[src/rtl/instruction_fetch_unit.sv]
`default_nettype none
// ============================================================================
// Module   : instruction_fetch_unit
// Purpose  : Fetch PC owner with an in-order prefetch FIFO feeding decode.
//            Optional misaligned-redirect trap: IFU_MISALIGN_TRAP_EN.
// Revision : 1.0 - initial release
// ============================================================================
module instruction_fetch_unit #(
  parameter logic [31:0] RESET_PC   = 32'h0000_0000,
  parameter int          FIFO_DEPTH = 4
) (
  input  logic        clk,
  input  logic        rst_n,
  output logic [31:0] imem_addr,
  input  logic [31:0] imem_rdata,
  input  logic        redirect_valid,
  input  logic [31:0] redirect_pc,
  output logic        out_valid,
  input  logic        out_ready,
  output logic [31:0] out_instr,
  output logic [31:0] out_pc,
  output logic        fetch_fault
);

  localparam int              PTR_W   = $clog2(FIFO_DEPTH);
  localparam int              CNT_W   = PTR_W + 1;
  localparam logic [CNT_W-1:0] DEPTH_C = CNT_W'(FIFO_DEPTH);
  localparam logic [31:0]      NOP     = 32'h0000_0013;

  logic [31:0]      fetch_pc;
  logic [31:0]      pc_mem    [FIFO_DEPTH];
  logic [31:0]      instr_mem [FIFO_DEPTH];
  logic [PTR_W-1:0] rd_ptr;
  logic [PTR_W-1:0] wr_ptr;
  logic [CNT_W-1:0] count;
  logic             full;
  logic             pop;
  logic             push;
  logic             fault_halt;
  logic [31:0]      redirect_target;

`ifdef IFU_MISALIGN_TRAP_EN
  logic fault_q;

  assign redirect_target = redirect_pc;
  assign fault_halt      = fault_q;
  assign fetch_fault     = fault_q;

  // Sticky until an aligned redirect; a misaligned one (re)arms it.
  always_ff @(posedge clk) begin
    if (!rst_n) begin
      fault_q <= 1'b0;
    end else if (redirect_valid) begin
      fault_q <= (redirect_pc[1:0] != 2'b00);
    end
  end
`else
  assign redirect_target = redirect_pc & 32'hFFFF_FFFC;
  assign fault_halt      = 1'b0;
  assign fetch_fault     = 1'b0;
`endif

  assign full      = (count == DEPTH_C);
  assign out_valid = (count != '0);
  assign pop       = out_valid & out_ready;
  assign push      = ~redirect_valid & ~fault_halt & (~full | pop);
  assign imem_addr = fetch_pc;
  assign out_instr = out_valid ? instr_mem[rd_ptr] : NOP;
  assign out_pc    = out_valid ? pc_mem[rd_ptr]    : 32'h0;

  always_ff @(posedge clk) begin
    if (!rst_n) begin
      fetch_pc <= RESET_PC;
      rd_ptr   <= '0;
      wr_ptr   <= '0;
      count    <= '0;
    end else if (redirect_valid) begin
      fetch_pc <= redirect_target;
      rd_ptr   <= '0;
      wr_ptr   <= '0;
      count    <= '0;
    end else begin
      if (push) begin
        wr_ptr   <= wr_ptr + 1'b1;
        fetch_pc <= fetch_pc + 32'd4;
      end
      if (pop) begin
        rd_ptr <= rd_ptr + 1'b1;
      end
      case ({push, pop})
        2'b10:   count <= count + 1'b1;
        2'b01:   count <= count - 1'b1;
        default: count <= count;
      endcase
    end
  end

  // Storage carries no reset; occupancy alone decides what is valid.
  always_ff @(posedge clk) begin
    if (rst_n && push) begin
      pc_mem[wr_ptr]    <= fetch_pc;
      instr_mem[wr_ptr] <= imem_rdata;
    end
  end

endmodule
`default_nettype wire

[config.mk]
export PLATFORM = sky130hd
export DESIGN_NAME = instruction_fetch_unit
export DESIGN_NICKNAME = d
export VERILOG_FILES = /design/src/rtl/instruction_fetch_unit.sv
export SDC_FILE = /design/constraint.sdc
export NUM_CORES = 1
export LEC_CHECK = 0
export CAP_MARGIN = 20
export CORE_UTILIZATION = 49
export DETAILED_ROUTE_END_ITERATION = 10
export HOLD_SLACK_MARGIN = 0.02
export PLACE_DENSITY = 0.76
export SYNTH_ARGS = -nofsm -noshare
export SYNTH_HDL_FRONTEND = slang
export SYNTH_SLANG_ARGS = --single-unit
[constraint.sdc]
create_clock -name clk -period 3 [get_ports clk]
set_input_delay 0.45 -clock clk [delete_from_list [all_inputs] [get_ports clk]]
set_output_delay 0.45 -clock clk [all_outputs]
set_load 0.03 [all_outputs]
# [Yosys cells after proc, flatten, opt, wreduce, memory -nomap -nowiden]
# Memories as Yosys holds them, arrays and structs flattened. A register that Yosys moved wholly into a read port is not among the register bits.
# Index checks and enable logic that the tools add are counted.
[totals] register_bits=39 latchBits=0 mem_bits_rw=256 rom_bits=0 output_inout_bits=98 memories=2
[classes] add_sub_neg=5 n_mul=0 div_mod_pow=0 n_lt_le_gt_ge=0 eq_ne=3 n_shift=0 muxes=11 n_bitwise=6 reduce_logical=5
[memory_table] name="instr_mem" depth=4 width=32 read_ports=1 rd_ports_with_merged_regs=1 write_ports=1 line="32" source="logic [31:0] instr_mem [FIFO_DEPTH];"
[memory_table] name="pc_mem" depth=4 width=32 read_ports=1 rd_ports_with_merged_regs=1 write_ports=1 line="31" source="logic [31:0] pc_mem [FIFO_DEPTH];"
[op_table] operator="2-to-1 mux 32 bit" count=4
[op_table] operator="adder 32 x 3 -> 32 bit (second input constant)" count=1
[op_table] operator="2-to-1 mux 2 bit" count=4
[op_table] operator="one-hot mux 3 bit (2 select lines)" count=1
[op_table] operator="adder 2 x 1 -> 2 bit (second input constant)" count=2
[op_table] operator="nonzero test 2 bit" count=2
[op_table] operator="adder 3 x 1 -> 3 bit (second input constant)" count=1
[op_table] operator="== test 3 bit (second input constant)" count=1
[op_table] operator="inverter 1 bit" count=3
[op_table] operator="nonzero test 3 bit" count=1
[op_table] operator="subtractor 3 x 1 -> 3 bit (second input constant)" count=1
[op_table] operator="AND 1 bit" count=2
[op_table] operator="== test 2 x 1 -> 1 bit (second input constant)" count=1
[op_table] operator="== test 2 bit (second input constant)" count=1
[op_table] operator="2-to-1 mux 1 bit" count=2
[op_table] operator="OR reduction 2 bit" count=1
[op_table] operator="logical AND 1 bit" count=1
[op_table] operator="OR 1 bit" count=1

# [Longest topological paths before layout]
# Gate-level depths: netlist of the first run.
[depth] word_depth=7 mapped_depth=8 depth_no_buf=7

# [Worst setup path before layout of the first run]
# No wires, ideal clock.
[synth_path] kind="input -> register" start="input port redirect_valid" end="memory instr_mem[0][0] (enable)" t_arrival_ps=2589 setup_slack_ps=-16 stages=5 cell_sequence="clkbuf_1 nand2b_1 clkbuf_1 nor2_1 and2_1"
[synth_via] elab_chain_len=5
[synth_lines] item="from (decl)" line="16" source="input logic redirect_valid,"
[synth_lines] item="inverter 1 bit" line="66" source="assign push = ~redirect_valid & ~fault_halt & (~full | pop);"
[synth_lines] item="AND 1 bit" line="66"
[synth_lines] item="logical AND 1 bit" line="100" source="if (rst_n && push) begin"
[synth_lines] item="2-to-1 mux 1 bit" line="100"
[synth_lines] item="2-to-1 mux 1 bit (not written as such)" line="102" source="instr_mem[wr_ptr] <= imem_rdata;"
[synth_lines] item="to (decl)" line="32"
# No other way between the ends.

==> metrics.csv, run 1 <==
stage;metric;value;unit
floorplanning;row_count;56;
floorplanning;core;0.0234;mm^2
global_route;track_usage;19.9;%
power;power;8.90;mW
synthesis;ys_types;49;
route;wl;23600;um
cts;clock-sinks;287;
worst_setup_path;critPathRequiredTime;2.55;ns
sta;slew_viol_final;0;
sta;finalSetupViolCount;0;
cts;htree_levels;1;
sta;final.min_clock_period;2.89;ns
placed_design;pre_cts_slack;0.321;ns
route;via_per_inst;5.55;
global_route;grt_max_degree;63;
global_route;antenna_found_initial;0;
worst_setup_path;slowest_delay;0.60;ns
flow_run;cap_viol_max_count;0;
sta;hold_violations;0;
sta;max_freq;346;MHz
worst_setup_path;path_delay_family;buffers and inverters;
power;max-vdd-ir-drop;0.368;mV
cts;cts_buffers;28;
synthesis;synth_area;0.0116;mm^2
route;ant_nets;0;
power;power.switching;1.94;mW
finish;multi_input_area;0.00320;mm^2
finish;mostFrequentLayoutCells;248 x edfxtp_1, 102 x clkdlybuf4s50_1, 62 x mux4_2;
power;p_per_area;612;mW/mm^2
cts;cts_root_buf;clkbuf_16;
placed_design;gp_congestion;0.832;
synthesis;yosys_most_used_dff;edfxtp_1;
sta;fin_skew;0.0141;ns
finish;final_util;62.2;%
power;p_int;6.97;mW
synthesis;ys_seq_area_share;70.7;%
floorplanning;start_util;49.7;%
placed_design;hpwl;14500;um
finish;drive_gt1_share;16.3;%
placed_design;numPortBuffers;158;
floorplanning;die_y;156;um
power;combPwrFrac;8.8;%
floorplanning;die_area;0.0244;mm^2
worst_setup_path;criticalPathCategory;register to output port;
power;p_leak;4.96;nW
worst_setup_path;ff2ff_path_depth;5;
route;num_vias;6620;
worst_setup_path;endpoint;out_instr[4];
finish;final-seq-area;0.00824;mm^2
global_route;grt_pass1_wl;37000;um
synthesis;synth.avg_cell_area;16.9;um^2
finish;area_growth;25.0;%
global_route;first_global_vias;6540;
cts;cts_tree;built;
synthesis;async_reset_ff_share;0;%
route;wire_per_inst;19.8;um
synthesis;synth_warnings;0;
power;clockPowerShare;40.2;%
cts;cts_setup_buffers;0;
synthesis;ys_ff_latch;287;
worst_setup_path;critPathBufInv;1;
worst_setup_path;end_kind;output port;
floorplanning;die_x;156;um
finish;antenna_cells;0;
synthesis;yosys-top-cells-area;edfxtp_1 64%, mux4_2 12%, dfxtp_1 6.7%;
finish;fillCellCount;1759;
worst_setup_path;crit_chain;mux4_2, or2_2, clkdlybuf4s50_1;
sta;rsz0062_at_grt;no;
cts;clkSlewWorstSetupHoldPaths;0.06;ns
sta;worst_pin_slew;0.999;ns
worst_hold_path;min_path_type;register to register;
sta;max_slew_margin;33.4;%
sta;tns;0;ns
worst_setup_path;cp_slowest_cell;clkdlybuf4s50_1;
sta;fin_ws;0.114;ns
worst_setup_path;rrSetupSlack;0.75;ns
synthesis;synth_cells;688;
worst_setup_path;rr_endpoint;imem_addr[28];
synthesis;synth_top_area_cell;edfxtp_1;
status;status;finished clean;
synthesis;synth_top_area_share;64.0;%
route;dr.first_iter.drc_count;498;
route;drc;0;
worst_setup_path;critPathMaxFanout;10;
finish;nets;925;
sta;whs;0.517;ns
worst_setup_path;cp.depth;3;
power;pwr-share-seq;51.0;%
synthesis;synth-edff-count;248;
sta;fin_crit_sh;96.2;%
power;switching_share;21.7;%
worst_setup_path;rr_startpoint;imem_addr[2];
floorplanning;ios;166;
cts;clk_latency;0.53;ns
cts;holdBufCountCts;0;
finish;layout_commonest_cell;edfxtp_1;
global_route;grt-ovfl-total;0;
route;first_pass_iters;4;
cts;clock_path_buffers;3;
worst_setup_path;cp-start-kind;register;
worst_setup_path;arrival;2.44;ns
## cells by family (layout without fill, tap and decap cells)
kind of cell | after synthesis | count (layout) | share of synthesized area, %
flip-flops | 287 | 287 | 70.7
AND/OR/NAND/NOR | 188 | 188 | 9.49
AO/OA/AOI/OAI | 74 | 74 | 3.98
multiplexers | 63 | 63 | 12.1
buffers and inverters | 57 | 238 | 2.14
XOR/XNOR | 12 | 12 | 0.903
adder cells (fa/ha/maj) | 6 | 6 | 0.709
other | 1 | 5 | 0.0322
## layout make-up
class,count,area share [%]
flip-flops and latches,287,56.6
well taps,319,2.74
clock buffers,39,5.73
multi-input cells,348,22.0
repair buffers,177,11.8
clock inverters,13,0.903
inverters,9,0.232
## power by group through the flow
stage	Combinational, mW	Clock, mW	Sequential [mW]
5_1_grt	0.839	3.79	4.56
6_report	0.781	3.58	4.54
4_1_cts	0.793	3.64	4.55
3_3_place_gp	0.816	0	4.62
3_5_place_dp	0.824	0	4.63
2_1_floorplan	0.409	0	4.64
## timing repair
| action | 4_1_cts | 5_1_grt |
|---|---|---|
| pin swaps | 0 | 0 |
| resized for setup | 47 | 6 |
| endpoints found under the setup margin | 57 | 6 |
| cloned | 0 | 0 |
## cell usage after synthesis (all sizes together), types with 5 or more instances
library cell	count
and3	6
mux4	62
nor3	9
nor2	18
buf	18
or4	5
and4	5
inv	9
a211oi	10
a31oi	6
and2	65
xor2	8
or2	7
dfxtp	39
a21oi	12
clkbuf	30
o31ai	5
nand2	20
edfxtp	248
nand4	12
nand3	19
ha	5
o21ai	29
## worst min path at each step
| stage | start | to | slack, ns | depth (start not counted) |
|---|---|---|---|---|
| floorplan | wr_ptr[1] | wr_ptr[1] | 0.46 | 2 |
| detailed placement | wr_ptr[1] | wr_ptr[1] | 0.51 | 2 |
| global route | redirect_pc[3] | imem_addr[3] | 0.51 | 2 |
| global placement | wr_ptr[1] | wr_ptr[1] | 0.48 | 2 |
| CTS | redirect_pc[3] | imem_addr[3] | 0.50 | 2 |
| finish | wr_ptr[1] | wr_ptr[1] | 0.52 | 2 |
## routing by layer
metal	wire [um]	share of wire [%]	track usage (%)	up-vias
met4	293	1.2	4.44	0
met3	1480	6.3	3.06	28
met5	0	0	0	-
met2	11000	47	31.7	232
met1	10800	46	29.1	3318
li1	-	-	-	3042
## per-stage QoR
| step | area [um^2] | instances |
|---|---|---|
| 2_1_floorplan | 11700 | 692 |
| 3_3_place_gp | 13600 | 1140 |
| 3_5_place_dp | 13600 | 1140 |
| 4_1_cts | 14500 | 1192 |
| 5_1_grt | 14600 | 1192 |
| 6_report | 14600 | 1192 |
## sequential cells by signal (all words and copies together), names as in the netlist, named ones only
signal / flops
imem_addr: 30
instr_mem: 128
pc_mem: 120
wr_ptr: 2
count: 3
rd_ptr: 2
## tightest hold or removal path, stage by stage, from the launching register on
cell and delay [ns]:
dfxtp_1 0.34, nand2_1 0.07, a21oi_1 0.06
Note: power is estimated with default switching activity, not from simulation.
==> run 2, diff against run 1 <==
--- a/config.mk
+++ b/config.mk
@@ -9,6 +9,7 @@
 export CORE_UTILIZATION = 49
 export DETAILED_ROUTE_END_ITERATION = 10
 export HOLD_SLACK_MARGIN = 0.02
+export MAX_ROUTING_LAYER = met4
 export PLACE_DENSITY = 0.76
 export SYNTH_ARGS = -nofsm -noshare
 export SYNTH_HDL_FRONTEND = slang
==> constraint.sdc (replaced) <==
create_clock -name clk -period 2.55 [get_ports clk]
set_input_delay 0.3825 -clock clk [delete_from_list [all_inputs] [get_ports clk]]
set_output_delay 0.3825 -clock clk [all_outputs]
set_load 0.03 [all_outputs]
==> metrics.csv, run 2 (same netlist as run 1, synthesis figures left out) <==
stage;metric;value;unit
floorplanning;ios;166;
finish;mostFrequentLayoutCells;248 x edfxtp_1, 95 x clkdlybuf4s50_1, 62 x mux4_2;
cts;cts_tree;built;
power;max-vdd-ir-drop;0.357;mV
route;drc;0;
global_route;grt_pass1_wl;38000;um
power;power.switching;2.30;mW
worst_setup_path;critPathBufInv;2;
flow_run;cap_viol_max_count;0;
sta;fin_skew;0.0157;ns
global_route;grt-ovfl-total;0;
route;dr.first_iter.drc_count;432;
cts;clock-sinks;287;
finish;regMostFlops;instr_mem;
sta;whs;0.461;ns
worst_setup_path;critPathRequiredTime;2.17;ns
global_route;first_global_vias;6674;
finish;nets;958;
sta;max_freq;397;MHz
worst_setup_path;path_delay_family;multiplexers;
route;wl;24500;um
sta;slew_viol_final;0;
worst_setup_path;end_kind;output port;
finish;drive_gt1_share;25.4;%
floorplanning;die_area;0.0244;mm^2
finish;area_growth;27.0;%
power;clockPowerShare;38.0;%
worst_setup_path;cp_slowest_cell;mux4_2;
power;switching_share;22.6;%
floorplanning;die_x;156;um
cts;clk_latency;0.54;ns
finish;antenna_cells;0;
cts;cts_buffers;28;
power;pwr-share-seq;52.2;%
sta;rsz0062_at_grt;yes;
worst_setup_path;critPathMaxFanout;14;
floorplanning;die_y;156;um
placed_design;hpwl;15500;um
route;num_vias;6788;
power;p_per_area;690;mW/mm^2
floorplanning;core;0.0234;mm^2
route;wire_per_inst;20.0;um
status;status;finished clean;
route;ant_nets;0;
placed_design;numPortBuffers;158;
global_route;grt_max_degree;44;
sta;hold_violations;0;
cts;clkSlewWorstSetupHoldPaths;0.06;ns
worst_setup_path;slowest_delay;0.54;ns
cts;clock_path_buffers;3;
worst_setup_path;cp-start-kind;register;
worst_setup_path;arrival;2.14;ns
finish;layout_commonest_cell;edfxtp_1;
floorplanning;row_count;56;
global_route;track_usage;21.1;%
sta;finalSetupViolCount;0;
worst_setup_path;criticalPathCategory;register to output port;
sta;final.min_clock_period;2.52;ns
worst_setup_path;crit_chain;buf_16, mux4_2, and2_1, clkdlybuf4s15_2;
route;via_per_inst;5.54;
sta;fin_ws;0.0320;ns
cts;cts_root_buf;clkbuf_16;
finish;finalNonFillerCells;1225;
floorplanning;start_util;49.7;%
cts;htree_levels;1;
power;p_leak;4.94;nW
sta;fin_crit_sh;98.7;%
power;p_int;7.90;mW
route;first_pass_iters;5;
placed_design;pre_cts_slack;0.164;ns
placed_design;place_inst;1159;
worst_setup_path;rrSetupSlack;0.53;ns
global_route;antenna_found_initial;0;
worst_hold_path;min_path_type;primary input to register;
power;combPwrFrac;9.8;%
placed_design;gp_congestion;0.830;
finish;largest_reg_flops;128;
run 2: cell types whose count changed in the layout (fill, tap and decap cells not counted), sizes merged:
cell | previous run | this run
dlymetal6s2s | 6 | 0
dlygate4sd2 | 46 | 1
clkdlybuf4s15 | 0 | 13
clkinvlp | 0 | 1
clkbuf | 39 | 44
buf | 23 | 94
clkdlybuf4s50 | 102 | 95
clkinv | 10 | 12
bufinv | 3 | 2
run 2: layout make-up:
class / count / area [um^2]
Tap cell: 319 / 399
Clock buffer: 37 / 734
Multi-Input combinational cell: 348 / 3210
Inverter: 9 / 33.8
Fill cell: 1722 / 8620
Sequential cell: 287 / 8240
Clock inverter: 15 / 131
Timing Repair Buffer: 210 / 2040
run 2: path summary, 6_finish.rpt:
path | startpoint | end | depth (start not counted)
setup reg to reg | imem_addr[16] | imem_addr[28] | 4
hold / removal | redirect_pc[7] | imem_addr[7] | 3
hold reg to reg | wr_ptr[1] | wr_ptr[1] | 2
setup / recovery | register | out_instr[24] | 4
run 2: power groups by stage:
stage	clock (mW)	sequential (mW)	combinational, mW
2_1_floorplan	0	5.46	0.481
3_3_place_gp	0	5.41	1.01
3_5_place_dp	0	5.42	1.02
4_1_cts	3.97	5.32	1.01
5_1_grt	4.14	5.34	1.07
6_report	3.88	5.32	0.995
run 2: what timing repair did:
action,CTS,global route
setup endpoints to repair,50,38
hold buffers,0,0
buffers inserted,4,9
pin swaps,0,1
gates resized for setup,171,33
gates cloned,1,1
endpoints found under the hold margin,0,0
run 2: per-layer routing:
metal / wire, um / up-vias / track usage, %
met1: 10800 / 3397 / 29.6
met5: 0 / - / -
met2: 11800 / 243 / 33.1
li1: - / 3115 / -
met4: 299 / 0 / 4.34
met3: 1530 / 33 / 3.22
run 2: tightest hold or removal path, delay by kind of cell:
kind                   cells  cell delay, ns
AO/OA/AOI/OAI              2            0.18
buffers and inverters      1            0.39
run 2: stage by stage:
step,area [um^2],setup TNS (ns),util [%],power (mW)
after floorplan,11700,0,-,5.94
after global placement,13900,0,59.2,6.42
after global routing,14800,-0.281,63.2,10.5
after CTS,14800,-0.327,63.2,10.3
after detailed placement,13900,0,59.2,6.44
final,14800,0,63.2,10.2
